$ cat config.mk
export PLATFORM = sky130hd
export DESIGN_NAME = sa2x2_seq_ctrl
export DESIGN_NICKNAME = d
export VERILOG_FILES = /design/src/rtl/sa_ctrl_pkg.sv /design/src/rtl/sa_res_fifo.sv /design/src/rtl/sa2x2_seq_ctrl.sv
export SDC_FILE = /design/constraint.sdc
export NUM_CORES = 1
export LEC_CHECK = 0
export ABC_CLOCK_PERIOD_IN_PS = 7100
export CORE_MARGIN = 3
export CORE_UTILIZATION = 50
export CTS_CLUSTER_DIAMETER = 30
export DETAILED_ROUTE_END_ITERATION = 6
export MAX_ROUTING_LAYER = met4
export PLACE_DENSITY_LB_ADDON = 0.15
export SLEW_MARGIN = 5
export SYNTH_ARGS = -nofsm -noshare
export SYNTH_HDL_FRONTEND = slang
export SYNTH_SLANG_ARGS = --single-unit
$ cat constraint.sdc
create_clock -name clk -period 7.1 [get_ports clk]
set_input_delay 0.71 -clock clk [delete_from_list [all_inputs] [get_ports clk]]
set_output_delay 0.71 -clock clk [all_outputs]
set_load 0.05 [all_outputs]
$ cat src/rtl/sa_ctrl_pkg.sv
// Shared types and constants for the 2x2 systolic-array job sequencer.
package sa_ctrl_pkg;

  localparam int unsigned SA_DW    = 16;
  localparam int unsigned PIPE_LAT = 4;
  localparam int unsigned INF_W    = $clog2(PIPE_LAT + 1);

  typedef enum logic [1:0] {
    IDLE,
    LOAD_W,
    STREAM,
    DRAIN
  } state_e;

  typedef struct packed {
    logic [SA_DW-1:0] r_0;
    logic [SA_DW-1:0] r_1;
    logic             last;
  } res_entry_t;

  // Number of valid slots in the result-latency pipeline.
  function automatic logic [INF_W-1:0] popcnt(input logic [PIPE_LAT-1:0] v);
    logic [INF_W-1:0] n;
    n = '0;
    for (int i = 0; i < PIPE_LAT; i++) n = n + INF_W'(v[i]);
    return n;
  endfunction

endpackage

$ cat src/rtl/sa_res_fifo.sv
// Result buffer: synchronous FIFO with occupancy count and registered non-empty flag.
module sa_res_fifo #(
  parameter int unsigned WIDTH = 33,
  parameter int unsigned DEPTH = 8,
  localparam int unsigned CW   = $clog2(DEPTH) + 1
) (
  input  logic             clk,
  input  logic             rst_n,
  input  logic             push_i,
  input  logic [WIDTH-1:0] wdata_i,
  input  logic             pop_i,
  output logic [WIDTH-1:0] rdata_o,
  output logic             nempty_o,
  output logic [CW-1:0]    count_o
);

  localparam int unsigned AW = $clog2(DEPTH);

  logic [WIDTH-1:0] mem_q [DEPTH];
  logic [AW-1:0]    wptr_q, rptr_q;
  logic [CW-1:0]    count_q, count_d;
  logic             nempty_q;
  logic             pop_ok;

  assign pop_ok  = pop_i & nempty_q;
  assign count_d = count_q + CW'(push_i) - CW'(pop_ok);

  always_ff @(posedge clk or negedge rst_n) begin
    if (!rst_n) begin
      wptr_q   <= '0;
      rptr_q   <= '0;
      count_q  <= '0;
      nempty_q <= 1'b0;
    end else begin
      if (push_i) wptr_q <= wptr_q + AW'(1);
      if (pop_ok) rptr_q <= rptr_q + AW'(1);
      count_q  <= count_d;
      nempty_q <= (count_d != '0);
    end
  end

  always_ff @(posedge clk) begin
    if (push_i) mem_q[wptr_q] <= wdata_i;
  end

  // Head is forced to zero while empty so stale entries never reach the port.
  assign rdata_o  = nempty_q ? mem_q[rptr_q] : '0;
  assign nempty_o = nempty_q;
  assign count_o  = count_q;

  overflow_a: assert property (@(posedge clk) disable iff (!rst_n)
    !(push_i && !pop_ok && (count_q == CW'(DEPTH))));

endmodule

$ cat src/rtl/sa2x2_seq_ctrl.sv
// Job sequencer for a 2x2 weight-stationary systolic array: weight load, skewed
// activation issue, result de-skew into a credit-protected output FIFO.
module sa2x2_seq_ctrl
  import sa_ctrl_pkg::*;
#(
  parameter int unsigned DATA_WIDTH = SA_DW,
  parameter int unsigned FIFO_DEPTH = 8
) (
  input  logic                  clk,
  input  logic                  rst,
  input  logic                  start,
  input  logic [1:0]            cfg_bd,
  output logic                  busy,
  input  logic                  w_valid,
  output logic                  w_ready,
  input  logic [DATA_WIDTH-1:0] w_0,
  input  logic [DATA_WIDTH-1:0] w_1,
  input  logic                  a_valid,
  output logic                  a_ready,
  input  logic [DATA_WIDTH-1:0] a_0,
  input  logic [DATA_WIDTH-1:0] a_1,
  input  logic                  a_last,
  output logic                  r_valid,
  input  logic                  r_ready,
  output logic [DATA_WIDTH-1:0] r_0,
  output logic [DATA_WIDTH-1:0] r_1,
  output logic                  r_last,
  output logic [DATA_WIDTH-1:0] sa_RD_0,
  output logic [DATA_WIDTH-1:0] sa_RD_1,
  output logic [DATA_WIDTH-1:0] sa_FDi_0,
  output logic [DATA_WIDTH-1:0] sa_FDi_1,
  output logic                  sa_load,
  output logic                  sa_bd_PE_0,
  output logic                  sa_bd_PE_1,
  input  logic [DATA_WIDTH-1:0] sa_FDo_0,
  input  logic [DATA_WIDTH-1:0] sa_FDo_1
);

  localparam int unsigned CW = $clog2(FIFO_DEPTH) + 1;
  localparam int unsigned SW = CW + 1;
  localparam int unsigned EW = 2 * DATA_WIDTH + 1;

  state_e                state_q, state_d;
  logic                  beat_q, beat_d;
  logic [1:0]            bd_q, bd_d;
  logic                  busy_q, busy_d, w_ready_q, w_ready_d;
  logic                  a_ready_q, a_ready_d, load_q, load_d;
  logic [DATA_WIDTH-1:0] rd0_q, rd0_d, rd1_q, skew_q, skew_d;
  logic [DATA_WIDTH-1:0] fdi0_q, fdi0_d, fdi1_q, fdi1_d, col0_q;
  logic [PIPE_LAT-1:0]   vld_q, vld_d, last_q, last_d;
  logic [INF_W-1:0]      inflight_d;
  logic [CW-1:0]         cnt_q, cnt_d;
  logic                  w_acc, a_acc, push, pop, r_nempty;
  logic [EW-1:0]         push_data, pop_data;

  assign w_acc     = w_valid & w_ready_q;
  assign a_acc     = a_valid & a_ready_q;
  assign push      = vld_q[PIPE_LAT-1];
  assign pop       = r_nempty & r_ready;
  assign push_data = {col0_q, sa_FDo_1, last_q[PIPE_LAT-1]};

  // Next state plus next values of every registered output.
  always_comb begin
    state_d    = state_q;
    beat_d     = beat_q;
    bd_d       = bd_q;
    rd0_d      = a_acc ? a_0 : '0;
    skew_d     = a_acc ? a_1 : '0;
    fdi0_d     = w_acc ? w_0 : '0;
    fdi1_d     = w_acc ? w_1 : '0;
    load_d     = w_acc;
    vld_d      = {vld_q[PIPE_LAT-2:0], a_acc};
    last_d     = {last_q[PIPE_LAT-2:0], a_acc & a_last};
    inflight_d = popcnt(vld_d);
    cnt_d      = cnt_q + CW'(push) - CW'(pop);
    case (state_q)
      IDLE: begin
        if (start) begin
          state_d = LOAD_W;
          beat_d  = 1'b0;
          bd_d    = cfg_bd;
        end
      end
      LOAD_W: begin
        if (w_acc) begin
          beat_d = ~beat_q;
          if (beat_q) state_d = STREAM;
        end
      end
      STREAM:  if (a_acc && a_last) state_d = DRAIN;
      DRAIN:   if (vld_d == '0) state_d = IDLE;
      default: state_d = IDLE;
    endcase
    busy_d    = (state_d != IDLE);
    w_ready_d = (state_d == LOAD_W);
    // Credit computed on next-cycle occupancy so the registered ready is exact.
    a_ready_d = (state_d == STREAM) &&
                ((SW'(cnt_d) + SW'(inflight_d)) < SW'(FIFO_DEPTH));
  end

  always_ff @(posedge clk or negedge rst) begin
    if (!rst) begin
      state_q   <= IDLE;
      beat_q    <= 1'b0;
      bd_q      <= '0;
      busy_q    <= 1'b0;
      w_ready_q <= 1'b0;
      a_ready_q <= 1'b0;
      load_q    <= 1'b0;
      rd0_q     <= '0;
      rd1_q     <= '0;
      skew_q    <= '0;
      fdi0_q    <= '0;
      fdi1_q    <= '0;
      col0_q    <= '0;
      vld_q     <= '0;
      last_q    <= '0;
    end else begin
      state_q   <= state_d;
      beat_q    <= beat_d;
      bd_q      <= bd_d;
      busy_q    <= busy_d;
      w_ready_q <= w_ready_d;
      a_ready_q <= a_ready_d;
      load_q    <= load_d;
      rd0_q     <= rd0_d;
      rd1_q     <= skew_q;
      skew_q    <= skew_d;
      fdi0_q    <= fdi0_d;
      fdi1_q    <= fdi1_d;
      col0_q    <= sa_FDo_0;
      vld_q     <= vld_d;
      last_q    <= last_d;
    end
  end

  sa_res_fifo #(
    .WIDTH(EW),
    .DEPTH(FIFO_DEPTH)
  ) u_fifo (
    .clk     (clk),
    .rst_n   (rst),
    .push_i  (push),
    .wdata_i (push_data),
    .pop_i   (pop),
    .rdata_o (pop_data),
    .nempty_o(r_nempty),
    .count_o (cnt_q)
  );

  assign busy       = busy_q;
  assign w_ready    = w_ready_q;
  assign a_ready    = a_ready_q;
  assign r_valid    = r_nempty;
  assign r_0        = pop_data[2*DATA_WIDTH -: DATA_WIDTH];
  assign r_1        = pop_data[DATA_WIDTH -: DATA_WIDTH];
  assign r_last     = pop_data[0];
  assign sa_RD_0    = rd0_q;
  assign sa_RD_1    = rd1_q;
  assign sa_FDi_0   = fdi0_q;
  assign sa_FDi_1   = fdi1_q;
  assign sa_load    = load_q;
  assign sa_bd_PE_0 = bd_q[0];
  assign sa_bd_PE_1 = bd_q[1];

endmodule

# Word-level counts from Yosys, hierarchy flattened
# Memory sizes are Yosys's and may differ from the RTL's.
# Index checks and enable logic that the tools add are counted.
word_totals:
  regBits: 124
  latch_bits: 0
  ram_bits: 264
  word_cells: 68
  memories: 1
  romBits: 0
  in_bits: 105
mem_list:
  columns: ["name", "words", "word_bits", "read_ports", "rd_clocked_by_memory_dff", "write_ports", "line", "source"]
  rows:
  - ["u_fifo.mem_q", 8, 33, 1, 0, 1, "sa_res_fifo.sv:19", "logic [WIDTH-1:0] mem_q [DEPTH];"]
classes:
  bitwise_logic: 6
  n_shift: 0
  n_reduce_logical: 9
  magnitude_cmp: 1
  n_div: 0
  n_addsub: 9
  n_eq_ne: 7
  mux: 16
  mul: 0
ops:
  columns: ["cell", "n"]
  rows:
  - ["16-bit two-way mux", 4]
  - ["33-bit two-way mux", 1]
  - ["2-bit two-way mux", 5]
  - ["2-bit case mux with 4 select lines", 1]
  - ["4-bit by 1-bit subtractor with 4-bit output", 2]
  - ["3-bit by 1-bit adder with 3-bit output, second input constant", 2]
  - ["2-bit equality test, second input constant", 3]
  - ["4-bit by 3-bit adder with 5-bit output", 1]
  - ["1-bit bitwise AND", 5]
  - ["5-bit by 4-bit < comparator with 1-bit output, second input constant", 1]
  - ["4-bit by 1-bit adder with 4-bit output", 1]
  - ["2-bit by 1-bit equality test with 1-bit output, second input constant", 2]
  - ["4-bit zero test", 1]
  - ["1-bit two-way mux", 4]
  - ["2-bit != test, second input constant", 2]
  - ["2-bit nonzero test", 2]
  - ["4-bit nonzero test", 1]
  - ["2-bit by 1-bit adder with 3-bit output", 1]
  - ["3-bit by 1-bit adder with 3-bit output", 1]
  - ["3-bit AND reduction", 1]
  - ["1-bit by 1-bit adder with 2-bit output", 1]
  - ["1-bit logical AND", 2]
  - ["2-bit zero test", 1]
  - ["1-bit case mux with 2 select lines", 1]
  - ["2 further kinds", 2]

# Depth between registers and ports, before layout
# Gate-level depths: netlist (run 1).
logic_depth:
  ltp_word: 7
  depth_mapped: 10
  ltp_nobuf: 10

# Cells and area by module
# A second synthesis (run 1) with hierarchy kept.
hier_totals:
  hier_cells: 785
  hier_area_um2: 14629.0
modules_own_cells:
  columns: ["module", "n_inst", "seq_area_each_um2", "cells_per_inst", "area_per_inst_um2"]
  rows:
  - ["sa_res_fifo", 1, 8202.9, 549, 10956.8]
  - ["sa2x2_seq_ctrl", 1, 2827.7, 236, 3672.3]

# Least setup slack after synthesis (run 1)
# No wires, ideal clock.
synth_path:
  path_type: "register -> register"
  startpoint: "reg u_fifo.wptr_q[1]"
  endpoint: "mem u_fifo.mem_q[0][0], enable pin"
  n_path_buf: 0
  setup_ns: 0.464
  setup_slack_ns: 3.787
  stages_incl_launch_ff: 3
  arrival_time_ns: 2.848
  t_required_ns: 6.636
  cell_sequence: "dfrtp_1 -> nand2b_1 -> nor3_1"
synth_rtl:
  columns: ["item", "line", "source"]
  rows:
  - ["start, declared", "sa_res_fifo.sv:20", "logic [AW-1:0] wptr_q, rptr_q;"]
  - ["start signal, assigned", "sa_res_fifo.sv:35", "if (push_i) wptr_q <= wptr_q + AW'(1);"]
  - ["end, declared", "sa_res_fifo.sv:19", null]
# No word-level cell before the write port.

# Final worst setup path (run 1)
layout_path:
  startpoint: "reg u_fifo.rptr_q[0]"
  endpoint: "out r_0[9]"
layout_between:
  elab_chain_len: 2
layout_rtl:
  columns: ["item", "line", "source"]
  rows:
  - ["start, declared", "sa_res_fifo.sv:20", null]
  - ["start signal, assigned", "sa_res_fifo.sv:36", "if (pop_ok) rptr_q <= rptr_q + AW'(1);"]
  - ["memory read 8 x 33 bit", null, null]
  - ["33-bit two-way mux", "sa_res_fifo.sv:47", "assign rdata_o = nempty_q ? mem_q[rptr_q] : '0;"]
  - ["end, declared", "sa2x2_seq_ctrl.sv:25", "output logic [DATA_WIDTH-1:0] r_0,"]
# No other way between the ends.

==> metrics, run 1 <==
status=finished clean; netlist area before placement=14200 um^2; fraction of the mapped netlist area in adder cells=0.00937; path type of the worst min-delay path=in -> async; Worst R2R Setup Slack=4.28 ns; die height=174 um; clock buffers created by TritonCTS=72; Chip Width=174 um; initial standard-cell utilization of the core=0.516; Hold Violations, Final=0; worst voltage drop across the vdd grid=0.337 mV; DRT Pass-1 Iters=5; post-synthesis cell type count=36; clock latency reported for the late side of the worst-skew pair=0.53 ns; Worst setup EP type=primary output; count of final max-slew check failures=0; cell count after placement=1248; area share of the largest cell type after synthesis=0.560; boundary pin count=209; worst slew pin tran=0.872 ns; most frequent cells in the layout=264 x sky130_fd_sc_hd__edfxtp_1, 207 x sky130_fd_sc_hd__clkdlybuf4s50_1, 121 x sky130_fd_sc_hd__dfrtp_1, 73 x sky130_fd_sc_hd__clkbuf_16, 66 x sky130_fd_sc_hd__mux4_2; detailed-route vias per instance=5.30; flip-flop and latch count after synthesis=388; cts-stage hold buffer count=0; setup skew after layout=0.0174 ns; setup_tns=0 ns; crit path max fanout=43; mux share of post-synthesis cell area=0.132; startpoint type of the worst setup path=flip-flop; H-tree depth=3; number of remaining DRC errors=0; power per unit of standard cell area=432 nW/um^2; placer's final routability congestion estimate=0.761; leak pwr=7.31 nW; net total in the final layout=1065; cell row count=60; setup repair after global routing missed its margin=no; post-synthesis net count=803; worst rel slew slack=0.417; number of buffers and inverters on the critical path=2; final cell area excluding filler cells=19000 um^2; top cell family by delay on the critical path=buffers and inverters; clock tree from TritonCTS=built; clock slew seen by the registers of the worst setup and hold paths=0.05 ns; critical path data required time=6.39 ns; number of buffers inserted by port buffering=208; DRT Wirelength=29300 um; total via count after detailed routing=7277; xor and xnor area share after synthesis=0.00557; root buf cell=sky130_fd_sc_hd__clkbuf_16; count of antenna diodes in the layout=0; hpwl dp=16900 um; post-synthesis share of cell area spent on and, or, nand and nor gates=0.0557; total routing resource utilization after global routing=0.203; number of buffers added for setup after CTS=0; 1st-iter DRT viols=536; wire length of the first global-routing pass=46100 um; fraction of layout instances using a drive strength above 1=0.220; Remaining Overflow, GRT=0; kind of critical path=reg -> out; number of max-capacitance violations reported=0; main combinational cell family by area after synthesis=multiplexers; Max stage delay on crit path=0.99 ns; setup slack at placement=3.15 ns; top cells by area in the synthesized netlist=sky130_fd_sc_hd__edfxtp_1 56%, sky130_fd_sc_hd__dfrtp_1 22%, sky130_fd_sc_hd__mux4_2 11%; post-synthesis instance total=688; ratio of final minimum period to clock period=0.620; leading cell type in the layout, fill and taps excluded=sky130_fd_sc_hd__edfxtp_1; pin count of the biggest net entering global routing=68; final setup fails=0; number of global-route vias before repair=8167; Post-Synthesis Mean Instance Area=20.6 um^2; fraction of the mapped netlist area in compound gates=0.00371; antenna violations before repair=0; TritonCTS Sinks=388; Core Region=27400 um^2; signed area change from the synthesized netlist to the final layout=34.4%; core utilization of the finished layout=0.694; cells along the critical path=buf_4, mux4_2, mux2i_1, nor2b_1, clkdlybuf4s50_1; warnings from Yosys=0; post-layout worst setup margin=2.70 ns; CP max stage cell=sky130_fd_sc_hd__dfrtp_4; Final Critical Period=4.40 ns; Area after DPL=16700 um^2; per-cell routed wire length=21.3 um; Resized cells post-CTS=0; Seq/Total Area, Yosys=0.779; final std cells w/o fill=1373; library cell occupying the most area in the post-synthesis netlist=sky130_fd_sc_hd__edfxtp_1; Worst EP arrival=3.69 ns; Max clock buf depth=3; die area=30400 um^2; fill cell instance count of the final layout=1766; top achievable clock speed=0.227 GHz; number of nets with antenna violations after detailed routing=0
[cells in the mapped netlist (all sizes together)]
cell	count
edfxtp	264
dfrtp	124
mux4	66
and3	65
nor2b	34
mux2i	33
clkbuf	22
buf	12
ha	9
nor2	9
inv	7
mux2	5
nand2	5
xnor2	5
nand2b	4
xor2	4
a21oi	2
and2	2
nor3	2
nor3b	2
or4	2
a211o	1
a21o	1
a22o	1
a31o	1
fa	1
nand3	1
nand4	1
nor4	1
o21bai	1
or2	1
[power by group]
group	leakage, nW	switching (W)	internal, W	total, W
Combinational	2.17	0.00133	0.000960	0.00229
Sequential	3.99	0.000198	0.00253	0.00272
Clock	1.15	0.00108	0.00212	0.00321
Total	7.31	0.00261	0.00561	0.00822
[sequential cells by signal, indices dropped and copies added (netlist names), 2 cells and up]
name            count
sa_RD_0            16
u_fifo.count_o      4
skew_q             16
u_fifo.mem_q      264
sa_RD_1            16
u_fifo.wptr_q       3
col0_q             16
sa_FDi_1           16
u_fifo.rptr_q       3
sa_FDi_0           16
vld_q               4
state_q             2
bd_q                2
last_q              4
[cell type report]
| cell class | count | area (um^2) | share of cell area |
|---|---|---|---|
| Clock buffer | 77 | 1860 | 0.0979 |
| Multi-Input combinational cell | 259 | 2980 | 0.157 |
| Timing Repair Buffer | 222 | 2180 | 0.115 |
| Clock inverter | 48 | 470 | 0.0247 |
| Tap cell | 372 | 465 | 0.0245 |
| Inverter | 7 | 26.3 | 0.00138 |
| Sequential cell | 388 | 11000 | 0.580 |
[worst paths after layout]
check / from / endpoint / cells past startpoint
worst max-delay path: u_fifo.rptr_q[0] / r_0[9] / 5
worst min-delay path: rst / sa_RD_1[11] / 1
worst max register to register: u_fifo.nempty_o / a_ready / 11
worst min register to register: skew_q[4] / sa_RD_1[4] / 0
max in group asynchronous: rst / u_fifo.rptr_q[0] / 2
min in group clk: skew_q[4] / sa_RD_1[4] / 0
[kinds of logic (layout without fill, tap and decap cells)]
| logic type | Yosys count | in the layout |
|---|---|---|
| DFF | 388 | 388 |
| and+or+nand+nor | 129 | 129 |
| muxes | 104 | 104 |
| buffers and inverters | 41 | 354 |
| adders and majority gates | 10 | 10 |
| xor gates and xnor gates | 9 | 9 |
| AOI/OAI and AO/OA | 7 | 7 |
[through the flow]
| stage | hold slack [ns] | total power [W] |
|---|---|---|
| floorplan | 0.331 | 0.00438 |
| global placement | 0.331 | 0.00504 |
| detailed placement | 0.335 | 0.00508 |
| CTS | 0.245 | 0.00833 |
| global route | 0.282 | 0.00857 |
| finish | 0.238 | 0.00822 |
[per-layer routing]
| layer | part of all wire | up-vias | wire length (um) | global-route usage |
|---|---|---|---|---|
| li1 | - | 3227 | - | - |
| met2 | 0.50 | 258 | 14600 | 0.321 |
| met1 | 0.41 | 3733 | 12100 | 0.261 |
| met4 | 0.020 | 0 | 586 | 0.0583 |
| met5 | 0 | - | 0 | - |
| met3 | 0.070 | 59 | 2050 | 0.0585 |
(Power assumes the default switching activity.)
==> inputs of run 2 (changes only) <==
Settings changed: ABC_CLOCK_PERIOD_IN_PS 7100 to 3850, CORE_UTILIZATION 50 to 49.
Clock period 7.1 ns to 3.85 ns, I/O delays scaled along.
==> run 2 against run 1 <==
Against the previous run: sequential share of layout area shrank 1.1 points; final area rose by 1.9%; critical path depth unchanged; clock-buffer cell count is 12 higher; worst hold slack improved by 0.040 ns; global-route usage increased by 0.51 points; die area up 2.0%; sequential power rose by 82%; setup slack lost 2.3 ns; clock power rose by 100%; core utilization fell by 0.40 points; non-clock buffer count is 8 higher.
==> metrics, run 2 (same netlist as run 1, synthesis figures left out) <==
number of nets with antenna violations after detailed routing=0; worst rel slew slack=0.356; per-cell routed wire length=21.5 um; kind of critical path=reg -> out; worst slew pin tran=0.963 ns; area taken by multi-input logic gates=2980 um^2; hpwl dp=17600 um; top achievable clock speed=0.286 GHz; TritonCTS Sinks=388; number of max-capacitance violations reported=0; boundary pin count=209; total power after layout=0.0158 W; net total in the final layout=1079; 1st-iter DRT viols=390; number of cells traversed by the worst hold path=1; number of global-route vias before repair=8475; clock buffers created by TritonCTS=78; clock latency reported for the late side of the worst-skew pair=0.55 ns; clock slew seen by the registers of the worst setup and hold paths=0.05 ns; Worst R2R Setup Slack=1.35 ns; fill cell instance count of the final layout=1875; clock tree from TritonCTS=built; critical path data required time=3.46 ns; terminating pin of the worst hold path=col0_q[1]; placer's final routability congestion estimate=0.738; FF/Latch Area=11000 um^2; Worst setup EP type=primary output; antenna violations before repair=2; root buf cell=sky130_fd_sc_hd__clkbuf_16; power per unit of standard cell area=814 nW/um^2; die area=31000 um^2; most frequent cells in the layout=264 x sky130_fd_sc_hd__edfxtp_1, 207 x sky130_fd_sc_hd__clkdlybuf4s50_1, 121 x sky130_fd_sc_hd__dfrtp_1, 79 x sky130_fd_sc_hd__clkbuf_16, 66 x sky130_fd_sc_hd__mux4_2; DRT Pass-1 Iters=4; Worst EP arrival=3.11 ns; leak pwr=7.47 nW; number of buffers inserted by port buffering=208; DRT Wirelength=30300 um; ratio of final minimum period to clock period=0.907; status=finished clean; number of remaining DRC errors=0; flip-flop count of the largest register, all copies and words added=264; setup skew after layout=0.0189 ns; Resized cells post-CTS=0; largest register by flop count=u_fifo.mem_q; Remaining Overflow, GRT=0; initial standard-cell utilization of the core=0.504; total via count after detailed routing=7389; worst voltage drop across the vdd grid=0.506 mV; startpoint type of the worst setup path=flip-flop; Hold Violations, Final=0; cell row count=61; Core Region=28100 um^2; path type of the worst min-delay path=in -> reg; setup repair after global routing missed its margin=no; die height=176 um; Max clock buf depth=3; count of final max-slew check failures=0; setup_tns=0 ns; final setup fails=0; Chip Width=176 um; pin count of the biggest net entering global routing=61; signed area change from the synthesized netlist to the final layout=37.0%; detailed-route vias per instance=5.24; leading cell type in the layout, fill and taps excluded=sky130_fd_sc_hd__edfxtp_1; wire length of the first global-routing pass=47700 um; R2R Path Start=vld_q[3]; crit path max fanout=28; Final Critical Period=3.49 ns; fraction of layout instances using a drive strength above 1=0.235; path depth of the worst reg2reg path=10; total routing resource utilization after global routing=0.208; Hold Path Origin=sa_FDo_0[1]; destination of the worst register-to-register timing path=a_ready; H-tree depth=3
-- run 2: cell count changes in the layout (fill, tap and decap cells not counted), moves of 2 or more --
cell,change
sky130_fd_sc_hd__inv_6,+8
sky130_fd_sc_hd__clkinvlp_4,+5
sky130_fd_sc_hd__inv_8,-2
sky130_fd_sc_hd__diode_2,+2
sky130_fd_sc_hd__clkbuf_16,+6
sky130_fd_sc_hd__clkinv_2,-6
sky130_fd_sc_hd__clkinv_1,+4
sky130_fd_sc_hd__clkbuf_8,+5
sky130_fd_sc_hd__buf_12,+2
sky130_fd_sc_hd__buf_4,+5
-- run 2: timing repair --
action                                 CTS  global route
setup endpoints to repair                0             0
setup buffers                            0             0
endpoints found under the hold margin   58             0
hold buffers                             1             0
-- run 2: layout make-up --
class | instances | area share
Sequential cell | 388 | 0.569
Multi-Input combinational cell | 259 | 0.154
Timing Repair Buffer | 230 | 0.117
Clock buffer | 89 | 0.108
Clock inverter | 56 | 0.0263
Tap cell | 378 | 0.0244
Inverter | 7 | 0.00136
Antenna cell | 2 | 0.000258
-- run 2: critical path, cell delays in order (launching register included) --
cell and delay [ns]:
sky130_fd_sc_hd__dfrtp_4 0.70, sky130_fd_sc_hd__buf_12 0.31, sky130_fd_sc_hd__mux4_2 0.52, sky130_fd_sc_hd__mux2i_1 0.21, sky130_fd_sc_hd__nor2b_1 0.07, sky130_fd_sc_hd__clkdlybuf4s50_1 0.72
-- run 2: how the worst max path moves through the flow --
stage,depth (start not counted),slack [ns],startpoint,end
6_report,5,0.36,u_fifo.rptr_q[0],r_0[13]
5_1_grt,5,0.17,u_fifo.rptr_q[0],r_0[13]
4_1_cts,5,0.28,u_fifo.rptr_q[0],r_0[4]
3_5_place_dp,5,0.86,u_fifo.rptr_q[0],r_0[4]
3_3_place_gp,5,0.90,u_fifo.rptr_q[0],r_0[4]
2_1_floorplan,2,0.54,u_fifo.wptr_q[1],u_fifo.mem_q[0][0]
-- run 2: layer usage --
metal / part of all wire / track usage
met5: 0 / -
met4: 0.024 / 0.0732
met2: 0.48 / 0.323
met1: 0.41 / 0.259
met3: 0.082 / 0.0731
-- run 2: where the power goes --
group	total, W	internal, W	switching [W]
Clock	0.00645	0.00426	0.00219
Combinational	0.00439	0.00183	0.00256
Sequential	0.00494	0.00466	0.000272
Total	0.0158	0.0108	0.00502
-- run 2: metrics by stage --
stage	util	hold slack, ns	area, um^2	std cells	worst slack [ns]
after global routing	0.690	0.263	19400	1409	0.170
after CTS	0.690	0.252	19400	1407	0.280
final	0.690	0.278	19400	1409	0.359
after detailed placement	0.597	0.335	16800	1261	0.863
after global placement	0.597	0.331	16800	1261	0.901
after floorplan	-	0.0894	14200	688	0.537
